--- src/rtl/forward_scoreboard.sv ---
// Forwarding/hazard scoreboard for a multi-issue pipeline.
// Tracks in-flight writers per stage and slot, plus one multi-cycle destination.
module forward_scoreboard #(
  parameter int ISSUE = 2,
  parameter int DEPTH = 3,
  parameter int REG_W = 5,
  parameter int FS_W  = $clog2(DEPTH+1)
) (
  input  logic                             clk,
  input  logic                             reset,
  input  logic                             stall_i,
  input  logic                             flush_i,
  input  logic [ISSUE-1:0]                 issue_valid,
  input  logic [ISSUE-1:0][REG_W-1:0]      issue_srca,
  input  logic [ISSUE-1:0][REG_W-1:0]      issue_srcb,
  input  logic [ISSUE-1:0][REG_W-1:0]      issue_dst,
  input  logic [ISSUE-1:0]                 issue_wen,
  input  logic [ISSUE-1:0][1:0]            issue_rdy,
  input  logic [ISSUE-1:0]                 issue_md,
  input  logic                             md_done,
  output logic [ISSUE-1:0][FS_W-1:0]       fwd_a,
  output logic [ISSUE-1:0][FS_W-1:0]       fwd_b,
  output logic                             stall_o
);

  logic [DEPTH-1:0][ISSUE-1:0]             rec_v;
  logic [DEPTH-1:0][ISSUE-1:0][REG_W-1:0]  rec_dst;
  logic [DEPTH-1:0][ISSUE-1:0][1:0]        rec_rdy;
  logic                                    md_busy;
  logic [REG_W-1:0]                        md_reg;

  logic [ISSUE-1:0][FS_W:0]                look_a;
  logic [ISSUE-1:0][FS_W:0]                look_b;
  logic                                    accept;
  logic                                    md_set;
  logic [REG_W-1:0]                        md_dst;

  // Returns {late, select}; the scan runs oldest to youngest so the last hit wins.
  function automatic logic [FS_W:0] lookup(input logic [REG_W-1:0] r);
    logic [FS_W-1:0] sel;
    logic            late;
    sel  = '0;
    late = 1'b0;
    for (int s = DEPTH-1; s >= 0; s--) begin
      for (int j = 0; j < ISSUE; j++) begin
        if (rec_v[s][j] && rec_dst[s][j] == r && r != '0) begin
          sel  = FS_W'(s + 1);
          late = int'(rec_rdy[s][j]) > s;
        end
      end
    end
    return {late, sel};
  endfunction

  function automatic logic raw(input int i, input logic [REG_W-1:0] r);
    logic hit;
    hit = 1'b0;
    for (int j = 0; j < ISSUE; j++) begin
      if (j < i && issue_valid[j] && issue_wen[j] &&
          issue_dst[j] == r && r != '0)
        hit = 1'b1;
    end
    return hit;
  endfunction

  function automatic logic md_hit(input logic [REG_W-1:0] r);
    return md_busy && md_reg != '0 && r == md_reg;
  endfunction

  always_comb begin
    stall_o = 1'b0;
    look_a  = '0;
    look_b  = '0;
    fwd_a   = '0;
    fwd_b   = '0;
    for (int i = 0; i < ISSUE; i++) begin
      look_a[i] = lookup(issue_srca[i]);
      look_b[i] = lookup(issue_srcb[i]);
      fwd_a[i]  = look_a[i][FS_W-1:0];
      fwd_b[i]  = look_b[i][FS_W-1:0];
      if (issue_valid[i] &&
          (look_a[i][FS_W] || look_b[i][FS_W] ||
           md_hit(issue_srca[i]) || md_hit(issue_srcb[i]) ||
           raw(i, issue_srca[i]) || raw(i, issue_srcb[i]) ||
           (md_busy && issue_md[i])))
        stall_o = 1'b1;
    end
  end

  always_comb begin
    md_set = 1'b0;
    md_dst = '0;
    for (int i = 0; i < ISSUE; i++) begin
      if (issue_valid[i] && issue_md[i] && issue_wen[i]) begin
        md_set = 1'b1;
        md_dst = issue_dst[i];
      end
    end
  end

  assign accept = !stall_o && !stall_i && !flush_i;

  // Multi-cycle results come back through md_done, never through the pipe.
  always_ff @(posedge clk) begin
    if (reset) begin
      rec_v   <= '0;
      rec_dst <= '0;
      rec_rdy <= '0;
      md_busy <= 1'b0;
      md_reg  <= '0;
    end else if (flush_i) begin
      rec_v   <= '0;
      md_busy <= 1'b0;
    end else if (!stall_i) begin
      for (int s = DEPTH-1; s >= 1; s--) begin
        rec_v[s]   <= rec_v[s-1];
        rec_dst[s] <= rec_dst[s-1];
        rec_rdy[s] <= rec_rdy[s-1];
      end
      rec_v[0]   <= accept ? (issue_valid & issue_wen & ~issue_md) : '0;
      rec_dst[0] <= issue_dst;
      rec_rdy[0] <= issue_rdy;
      if (accept && md_set) begin
        md_busy <= 1'b1;
        md_reg  <= md_dst;
      end else if (md_done) begin
        md_busy <= 1'b0;
      end
    end
  end

endmodule

--- config.mk ---
export PLATFORM = sky130hd
export DESIGN_NAME = forward_scoreboard
export DESIGN_NICKNAME = d
export VERILOG_FILES = /design/src/rtl/forward_scoreboard.sv
export SDC_FILE = /design/constraint.sdc
export NUM_CORES = 1
export LEC_CHECK = 0
export CORE_MARGIN = 2
export CORE_UTILIZATION = 25
export DETAILED_ROUTE_END_ITERATION = 6
export GPL_ROUTABILITY_DRIVEN = 1
export REMOVE_ABC_BUFFERS = 1
export SLEW_MARGIN = 20
export SYNTH_ARGS = -nofsm -noshare
export SYNTH_HDL_FRONTEND = slang
export SYNTH_SLANG_ARGS = --single-unit
--- constraint.sdc ---
create_clock -name clk -period 6.56 [get_ports clk]
set_input_delay 0.984 -clock clk [delete_from_list [all_inputs] [get_ports clk]]
set_output_delay 0.984 -clock clk [all_outputs]
set_load 0.02 [all_outputs]
==> results of run 1 <==
[cell usage in the layout (no fill, tap or decap), types with 4 or more instances in the layout]
cell | netlist | final
nor2_1 | 19 | 18
a211oi_2 | 6 | 6
a31oi_1 | 4 | 4
xor2_1 | 49 | 49
a41oi_1 | 6 | 6
clkbuf_16 | 0 | 5
nor3_1 | 12 | 12
nand3_1 | 24 | 24
nor4_1 | 24 | 24
xnor2_1 | 101 | 101
nand4_1 | 17 | 17
clkdlybuf4s50_1 | 0 | 52
nand2_1 | 90 | 90
inv_1 | 6 | 6
or2_2 | 6 | 6
a21oi_1 | 52 | 52
o211ai_1 | 5 | 5
o22ai_1 | 4 | 4
dfxtp_1 | 54 | 54
mux2i_1 | 12 | 12
o31ai_1 | 4 | 4
[kinds of logic after synthesis]
family          count (synthesis)
flops                          54
xor+xnor                      150
buf+inv                        79
simple gates                  210
mux                            12
compound gates                 98
[worst max-delay path, stage by stage]
cell and delay, ns:
clkdlybuf4s50_1 0.79, or4_4 0.26, nor2_4 0.05, nor4_1 0.65, mux2i_1 0.16, a221o_1 0.42
a311oi_4 0.50, nand3_1 0.17, clkdlybuf4s50_1 0.58
[how the worst max path moves through the flow]
stage / depth (start not counted) / from / end / slack, ns
6_report: 9 / issue_srcb[1] / stall_o / 1.00
5_1_grt: 9 / issue_srcb[1] / stall_o / 0.85
4_1_cts: 9 / issue_srcb[1] / stall_o / 1.05
3_5_place_dp: 9 / issue_srcb[1] / stall_o / 1.07
3_3_place_gp: 9 / issue_srcb[2] / stall_o / 1.10
2_1_floorplan: 7 / issue_srcb[1] / stall_o / 2.65
[routing by layer]
layer / share of wire / GRT usage
met5: 0 / 0
met1: 0.44 / 0.206
met2: 0.46 / 0.267
met3: 0.061 / 0.0272
met4: 0.036 / 0.0564
[final cells by class]
class | instances | area [sq um]
Sequential cell | 54 | 1080
Clock inverter | 2 | 12.5
Clock buffer | 6 | 139
Multi-Input combinational cell | 470 | 3160
Tap cell | 229 | 287
Fill cell | 1915 | 12700
Timing Repair Buffer | 55 | 541
Inverter | 6 | 22.5
[power groups by stage]
stage / Combinational (mW) / Clock (mW) / Sequential, mW
final: 0.169 / 0.277 / 0.353
after global placement: 0.167 / 0 / 0.361
after detailed placement: 0.167 / 0 / 0.361
after global routing: 0.183 / 0.297 / 0.354
after floorplan: 0.0896 / 0 / 0.353
after CTS: 0.168 / 0.284 / 0.353
[stage by stage]
step / utilization / std cells / hold slack [ns] / instance area [sq um]
2_1_floorplan: - / 530 / 0.426 / 4260
3_3_place_gp: 0.283 / 814 / 0.442 / 5090
3_5_place_dp: 0.283 / 814 / 0.451 / 5090
4_1_cts: 0.292 / 822 / 0.462 / 5240
5_1_grt: 0.292 / 822 / 0.482 / 5240
6_report: 0.292 / 822 / 0.459 / 5240
==> results_dict.tcl, run 1 <==
set metrics [dict create \
    outcome "finished, final reports clean" \
    floorplan.die.width_um 140 \
    timing.max_slew.rel_slack 0.298 \
    yosys.cell_count.top_type "xnor2_1" \
    reg.largest.list "rec_dst x30, rec_rdy x12, rec_v x6" \
    numPortBuffers 53 \
    timing.hold.worst_path_depth 2 \
    hold_path.startpoint "rec_rdy[9]$_SDFFE_PP0P_" \
    adder_cell_share_of_the_synthesized_area 0 \
    synth_enable_flop_cells 0 \
    total_number_of_placement_rows 49 \
    final_net_count 637 \
    worstSkewPairLatency_ns 0.30 \
    synth-seq-cells 54 \
    seq_power_share 0.442 \
    least_setup_slack_across_all_paths_after_layout_ns 1.00 \
    max-cap-violations 0 \
    synth.largest_area_cell "dfxtp_1" \
    gp_congestion 0.966 \
    overall_track_demand_over_capacity_in_global_routing 0.159 \
    die_y_extent_um 140 \
    largest_family_of_logic_cells_by_synthesized_area "XOR/XNOR gates" \
    vdd_drop_max_mv 0.0820 \
    dominant_register_cell_in_the_synthesized_netlist "dfxtp_1" \
    grt.overflow.total 0 \
    critPathArrivalTime_ns 4.57 \
    avgViaCountPerCell 5.05 \
    final_clock_period_utilization_by_the_worst_path 0.847 \
    die-area_sq_mm 0.0195 \
    kind_of_capture_point_of_the_worst_setup_path "output port" \
    antenna_found_initial 0 \
    power_switching_uw 236 \
    crit_path_max_fanout 9 \
    muxShareOfSynthArea 0.0262 \
    timing.final.crit_period_ns 5.56 \
    power.total_uw 799 \
    post_cts_resized 0 \
    cts_max_level 2 \
    switching_share 0.295 \
    p_comb_frac 0.211 \
    synth_cell_type_count 47 \
    reg2reg_setup_slack_ns 3.49 \
    syn-cell-area_sq_mm 0.00459 \
    largest-register "rec_dst" \
    holdCritPathClass "register to register" \
    vias_in_the_first_global_route 4001 \
    clk_transition_reported_paths_ns 0.07 \
    boundaryPins 54 \
    ant_cells 0 \
    flow.area_growth_from_synthesis_pct 14.2 \
    synthTopCellsByArea "dfxtp_1, xnor2_1, xor2_1, nand2_1, a21oi_1" \
    dr.pass1.iters 6 \
    hold_endpoint "rec_rdy[9]$_SDFFE_PP0P_" \
    power.share.clock 0.347 \
    dr_total_vias 4147 \
    worst_ep_required_time_ns 5.58 \
    cts_num_sinks 54 \
    drt.antenna.violating_nets 0 \
    start_kind "primary input" \
    synth_compound_gate_area_share 0.148 \
    core_region_area_sq_mm 0.0180 \
    largest_register_ff_count 30 \
    leakagePower_nw 1.65 \
    grt_pass1_wl_mm 24.1 \
    iteration_0_drc_count_of_the_detailed_router 414 \
    synthXorXnorAreaFrac 0.286 \
    synth-seq-area-share 0.235 \
    setup-violations-final 0 \
    fmaxAchievable_ghz 0.180 \
    detail_route.wirelength_mm 15.4 \
    grt_setup_unrepaired "no" \
    holdBufCountCts 0 \
    postCtsSetupBuffers 0 \
    drv_slew 0 \
    detail_route.wl_per_cell_um 18.7 \
    post_synth_inst_count 603 \
    timing.setup.critical_path_class "primary input to output port" \
    regToRegStartpoint "rec_dst[19]$_SDFFE_PP0P_" \
    tritoncts "built" \
    power.internal_uw 564 \
    dp_worst_setup_slack_ns 1.07 \
    rr_endpoint "md_reg[1]$_SDFFE_PP0P_" \
    grt_max_degree 49 \
    cts-buffers-inserted 5 \
    totalNegativeSetupSlack_ns 0 \
    clk_path_buf_depth 2 \
    worst_margin_slew_ns 1.05 \
    initial_utilization 0.256 \
    cts_root_buffer "clkbuf_16" \
    synth-simple-area-share 0.227 \
    async_reset_ff_frac 0 \
    synth_top_cells_by_count "xnor2_1, nand2_1, clkbuf_1, dfxtp_1, a21oi_1" \
    layout-drive-gt1-share 0.0573 \
    finalHoldViolations 0 \
    dp.final_hpwl_mm 11.5 \
    worst-r2r-cell-count 8 \
    post-route-drc-count 0 \
    avgSynthCellArea_sq_um 7.61 \
    post_route_skew_ns 0.00232 \
    yosysTopAreaCellShare 0.235 \
    yosys_warnings 0 \
    power-per-cell-area_mw_per_mm2 152 \
]
Note: power is estimated with default switching activity, not from simulation.
==> run 2, diff against run 1 <==
- clock period: 6.56 -> 5.54 ns (I/O delays scaled with it)
==> results_dict.tcl, run 2 (synthesis gave the netlist of run 1 again) <==
set metrics [dict create \
    cts_root_buffer "clkbuf_16" \
    detail_route.wl_per_cell_um 19.1 \
    largest_register_ff_count 30 \
    timing.max_slew.rel_slack 0.290 \
    most-common-layout-cells "xnor2_1, nand2_1, dfxtp_1, a21oi_1, clkdlybuf4s50_1" \
    holdBufCountCts 0 \
    worstSkewPairLatency_ns 0.30 \
    final_net_count 653 \
    power-per-cell-area_mw_per_mm2 178 \
    cts_max_level 2 \
    layout-drive-gt1-share 0.0805 \
    drv_slew 0 \
    cts_num_sinks 54 \
    overall_track_demand_over_capacity_in_global_routing 0.164 \
    core_region_area_sq_mm 0.0180 \
    vdd_drop_max_mv 0.0895 \
    drt.antenna.violating_nets 0 \
    clk_path_buf_depth 2 \
    holdCritPathClass "register to register" \
    detail_route.wirelength_mm 16.0 \
    boundaryPins 54 \
    timing.setup.critical_path_class "primary input to output port" \
    antenna_found_initial 0 \
    reg.largest.list "rec_dst x30, rec_rdy x12, rec_v x6" \
    grt.overflow.total 0 \
    max-cap-violations 0 \
    crit_path_max_fanout 8 \
    gp_congestion 0.958 \
    postCtsSetupBuffers 0 \
    dr.pass1.iters 4 \
    finalHoldViolations 0 \
    die-area_sq_mm 0.0195 \
    power.total_uw 953 \
    cts-buffers-inserted 5 \
    avgViaCountPerCell 5.14 \
    numPortBuffers 53 \
    final_area_sq_mm 0.00536 \
    dr_total_vias 4310 \
    total_number_of_placement_rows 49 \
    grt_max_degree 49 \
    post_route_non_filler_standard_cell_count 838 \
    timing.final.crit_period_ns 4.99 \
    placedCellCount 830 \
    flow.area_growth_from_synthesis_pct 16.8 \
    leakagePower_nw 1.73 \
    post_cts_resized 0 \
    setup-violations-final 0 \
    final_clock_period_utilization_by_the_worst_path 0.901 \
    worst_ep_required_time_ns 4.71 \
    cell_area_after_placement_sq_mm 0.00521 \
    totalNegativeSetupSlack_ns 0 \
    ant_cells 0 \
    critPathArrivalTime_ns 4.16 \
    initial_utilization 0.256 \
    kind_of_capture_point_of_the_worst_setup_path "output port" \
    dp.final_hpwl_mm 12.2 \
    floorplan.die.width_um 140 \
    clk_transition_reported_paths_ns 0.07 \
    largest-register "rec_dst" \
    vias_in_the_first_global_route 4139 \
    grt_setup_unrepaired "no" \
    grt_pass1_wl_mm 24.8 \
    post_route_skew_ns 0.00467 \
    finalHoldWorstSlack_ns 0.457 \
    iteration_0_drc_count_of_the_detailed_router 308 \
    outcome "finished, final reports clean" \
    layout_commonest_cell "xnor2_1" \
    fmaxAchievable_ghz 0.200 \
    die_y_extent_um 140 \
    post-route-drc-count 0 \
    start_kind "primary input" \
    tritoncts "built" \
    worst_margin_slew_ns 1.06 \
]
==> run 2: power by group <==
part	leakage, nW	switching [mW]	internal, mW
Clock	0.0739	0.147	0.180
Sequential	0.437	0.0232	0.396
Combinational	1.22	0.110	0.0975
==> run 2: stage by stage <==
step,setup slack [ns],utilization
floorplan,1.94,-
global placement,0.661,0.290
detailed placement,0.581,0.290
CTS,0.577,0.298
global route,0.378,0.298
finish,0.547,0.298
==> run 2: final timing paths <==
| kind | start | cells past startpoint | end | slack, ns |
|---|---|---|---|---|
| hold reg to reg | rec_rdy[4]$_SDFFE_PP0P_ | 2 | rec_rdy[8]$_SDFFE_PP0P_ | 0.46 |
| setup reg to reg | rec_dst[15]$_SDFFE_PP0P_ | 9 | md_reg[3]$_SDFFE_PP0P_ | 2.58 |
| setup / recovery | issue_srcb[2] | 9 | stall_o | 0.55 |
| hold / removal | rec_rdy[4]$_SDFFE_PP0P_ | 2 | rec_rdy[8]$_SDFFE_PP0P_ | 0.46 |
==> run 2: per-layer routing <==
metal	routed length, um	GRT usage	up-vias	share of wire
li1	-	-	2057	-
met1	6900	0.209	2054	0.43
met2	7620	0.277	162	0.48
met3	909	0.0275	37	0.057
met4	577	0.0665	0	0.036
met5	0	0	-	0
==> run 2: final cells by class <==
| cell class | count | area, sq um |
|---|---|---|
| Tap cell | 229 | 287 |
| Clock buffer | 7 | 143 |
| Clock inverter | 1 | 5.00 |
| Multi-Input combinational cell | 470 | 3160 |
| Fill cell | 1911 | 12600 |
| Inverter | 6 | 22.5 |
| Sequential cell | 54 | 1080 |
| Timing Repair Buffer | 71 | 661 |
==> run 2: worst max-delay path: stages <==
cell             delay (ns)
clkdlybuf4s50_1        0.80
or4_4                  0.26
nor2_4                 0.05
nor4_1                 0.58
and3b_1                0.25
a221o_1                0.34
a311oi_4               0.34
nand3_1                0.15
clkdlybuf4s50_1        0.57
==> run 3, diff against run 2 <==
- SLEW_MARGIN: 20 -> unset
- clock period: 5.54 -> 4.8 ns (I/O delays scaled with it)
==> results_dict.tcl, run 3 (synthesis gave the netlist of run 1 again) <==
set metrics [dict create \
    vias_in_the_first_global_route 4131 \
    crit_path_frequent_cell "clkdlybuf4s50_1" \
    floorplan.die.width_um 140 \
    total_number_of_placement_rows 49 \
    outcome "finished, final reports clean" \
    post-route-drc-count 0 \
    postCtsSetupBuffers 0 \
    finalHoldWorstSlack_ns 0.457 \
    final_net_count 665 \
    dr.pass1.iters 5 \
    multi_input_comb_area_sq_mm 0.00316 \
    avgViaCountPerCell 5.08 \
    core_region_area_sq_mm 0.0180 \
    routedLengthMet1_mm 7.07 \
    most-common-layout-cells "xnor2_1, nand2_1, dfxtp_1, a21oi_1, clkdlybuf4s50_1" \
    worst_margin_slew_ns 0.962 \
    power.total_mw 1.11 \
    timing.max_slew.rel_slack 0.359 \
    dr_total_vias 4317 \
    grt.overflow.total 0 \
    cts_root_buffer "clkbuf_16" \
    n_fill_cell 1901 \
    crit_chain "clkdlybuf4s50_1 > or4_4 > nor2_4 > nor4_1 > o22ai_1 > o311ai_1 > o41ai_4 > nand3_1 > clkdlybuf4s50_1" \
    die_y_extent_um 140 \
    sequential_cell_area_sq_mm 0.00108 \
    critical_path.n_buffers_inverters 2 \
    cts-buffers-inserted 5 \
    grt_max_degree 49 \
    post_route_non_filler_standard_cell_count 850 \
    boundaryPins 54 \
    setup-violations-final 0 \
    worstSkewPairLatency_ns 0.30 \
    worst_path_max_delay_cell "or4_4" \
    gp_congestion 0.949 \
    path_delay_family "simple AND/OR/NAND/NOR gates" \
    reg.largest.list "rec_dst x30, rec_rdy x12, rec_v x6" \
    cell_area_after_placement_sq_mm 0.00530 \
    leakagePower_nw 1.79 \
    post_route_skew_ns 0.00334 \
    largest_register_ff_count 30 \
    antenna_found_initial 0 \
    initial_utilization 0.256 \
    worst_ep_required_time_ns 4.08 \
    drt.antenna.violating_nets 0 \
    timing.final.crit_period_ns 4.66 \
    die-area_sq_mm 0.0195 \
    grt_setup_unrepaired "no" \
    start_kind "primary input" \
    overall_track_demand_over_capacity_in_global_routing 0.165 \
    ant_cells 0 \
    critPathArrivalTime_ns 3.94 \
    largest-register "rec_dst" \
    vdd_drop_max_mv 0.105 \
    crit_path_max_fanout 11 \
    least_setup_slack_across_all_paths_after_layout_ns 0.141 \
    dp_worst_setup_slack_ns 0.180 \
    numPortBuffers 53 \
    max-cap-violations 0 \
    flow.area_growth_from_synthesis_pct 18.7 \
    wl_met3_mm 1.05 \
    worst_path_largest_cell_delay_ns 0.61 \
    clk_path_buf_depth 2 \
    wl_met2_mm 7.62 \
    kind_of_capture_point_of_the_worst_setup_path "output port" \
    tritoncts "built" \
    placedCellCount 842 \
    drv_slew 0 \
    finish.utilization 0.303 \
    finalHoldViolations 0 \
    maxUsedRoutingLayer "met4" \
    holdCritPathClass "register to register" \
    cts_num_sinks 54 \
    power-per-cell-area_mw_per_mm2 204 \
    final_area_sq_mm 0.00545 \
    detail_route.wirelength_mm 16.1 \
    clk_transition_reported_paths_ns 0.07 \
    holdBufCountCts 0 \
    grt_pass1_wl_mm 24.8 \
    layout_commonest_cell "xnor2_1" \
    cts_max_level 2 \
    iteration_0_drc_count_of_the_detailed_router 330 \
    fmaxAchievable_ghz 0.215 \
    totalNegativeSetupSlack_ns 0 \
    dp.final_hpwl_mm 12.4 \
    timing.setup.critical_path_class "primary input to output port" \
    post_cts_resized 0 \
    final_clock_period_utilization_by_the_worst_path 0.971 \
    layout-drive-gt1-share 0.0982 \
    detail_route.wl_per_cell_um 19.0 \
]
## run 3: cell count changes in the layout (fill, tap and decap cells not counted)
cell / delta
buf_4: +12
## run 3: worst reg2reg max path: stages (launching register included)
cell and delay (ns):
dfxtp_1 0.61, xnor2_1 0.18, nand4_1 0.11, nor4_1 0.43, and3b_1 0.24, a221o_1 0.33
a311oi_4 0.34, buf_4 0.20, and4_4 0.28, a211oi_2 0.08
## run 3: per-layer routing
layer	vias to the layer above	GRT usage
met5	-	0
met4	0	0.0516
met3	32	0.0268
met2	171	0.276
met1	2032	0.219
li1	2082	-
## run 3: path summary, 6_finish.rpt
check,start,cells past startpoint,to,slack (ns)
min,rec_rdy[9]$_SDFFE_PP0P_,2,rec_rdy[9]$_SDFFE_PP0P_,0.46
max,issue_srcb[6],9,stall_o,0.14
max reg2reg,rec_dst[19]$_SDFFE_PP0P_,9,md_reg[4]$_SDFFE_PP0P_,1.85
min reg2reg,rec_rdy[9]$_SDFFE_PP0P_,2,rec_rdy[9]$_SDFFE_PP0P_,0.46
## run 3: cell type report
| type | instances | area share |
|---|---|---|
| multi-input cells | 470 | 0.580 |
| repair buffers | 83 | 0.138 |
| clock inverters | 1 | 0.000918 |
| clock buffers | 7 | 0.0262 |
| well taps | 229 | 0.0526 |
| flip-flops and latches | 54 | 0.198 |
| inverters | 6 | 0.00413 |
## run 3: power by group
group	switching (mW)	internal [mW]
clock network	0.174	0.208
registers	0.0252	0.457
logic	0.128	0.118
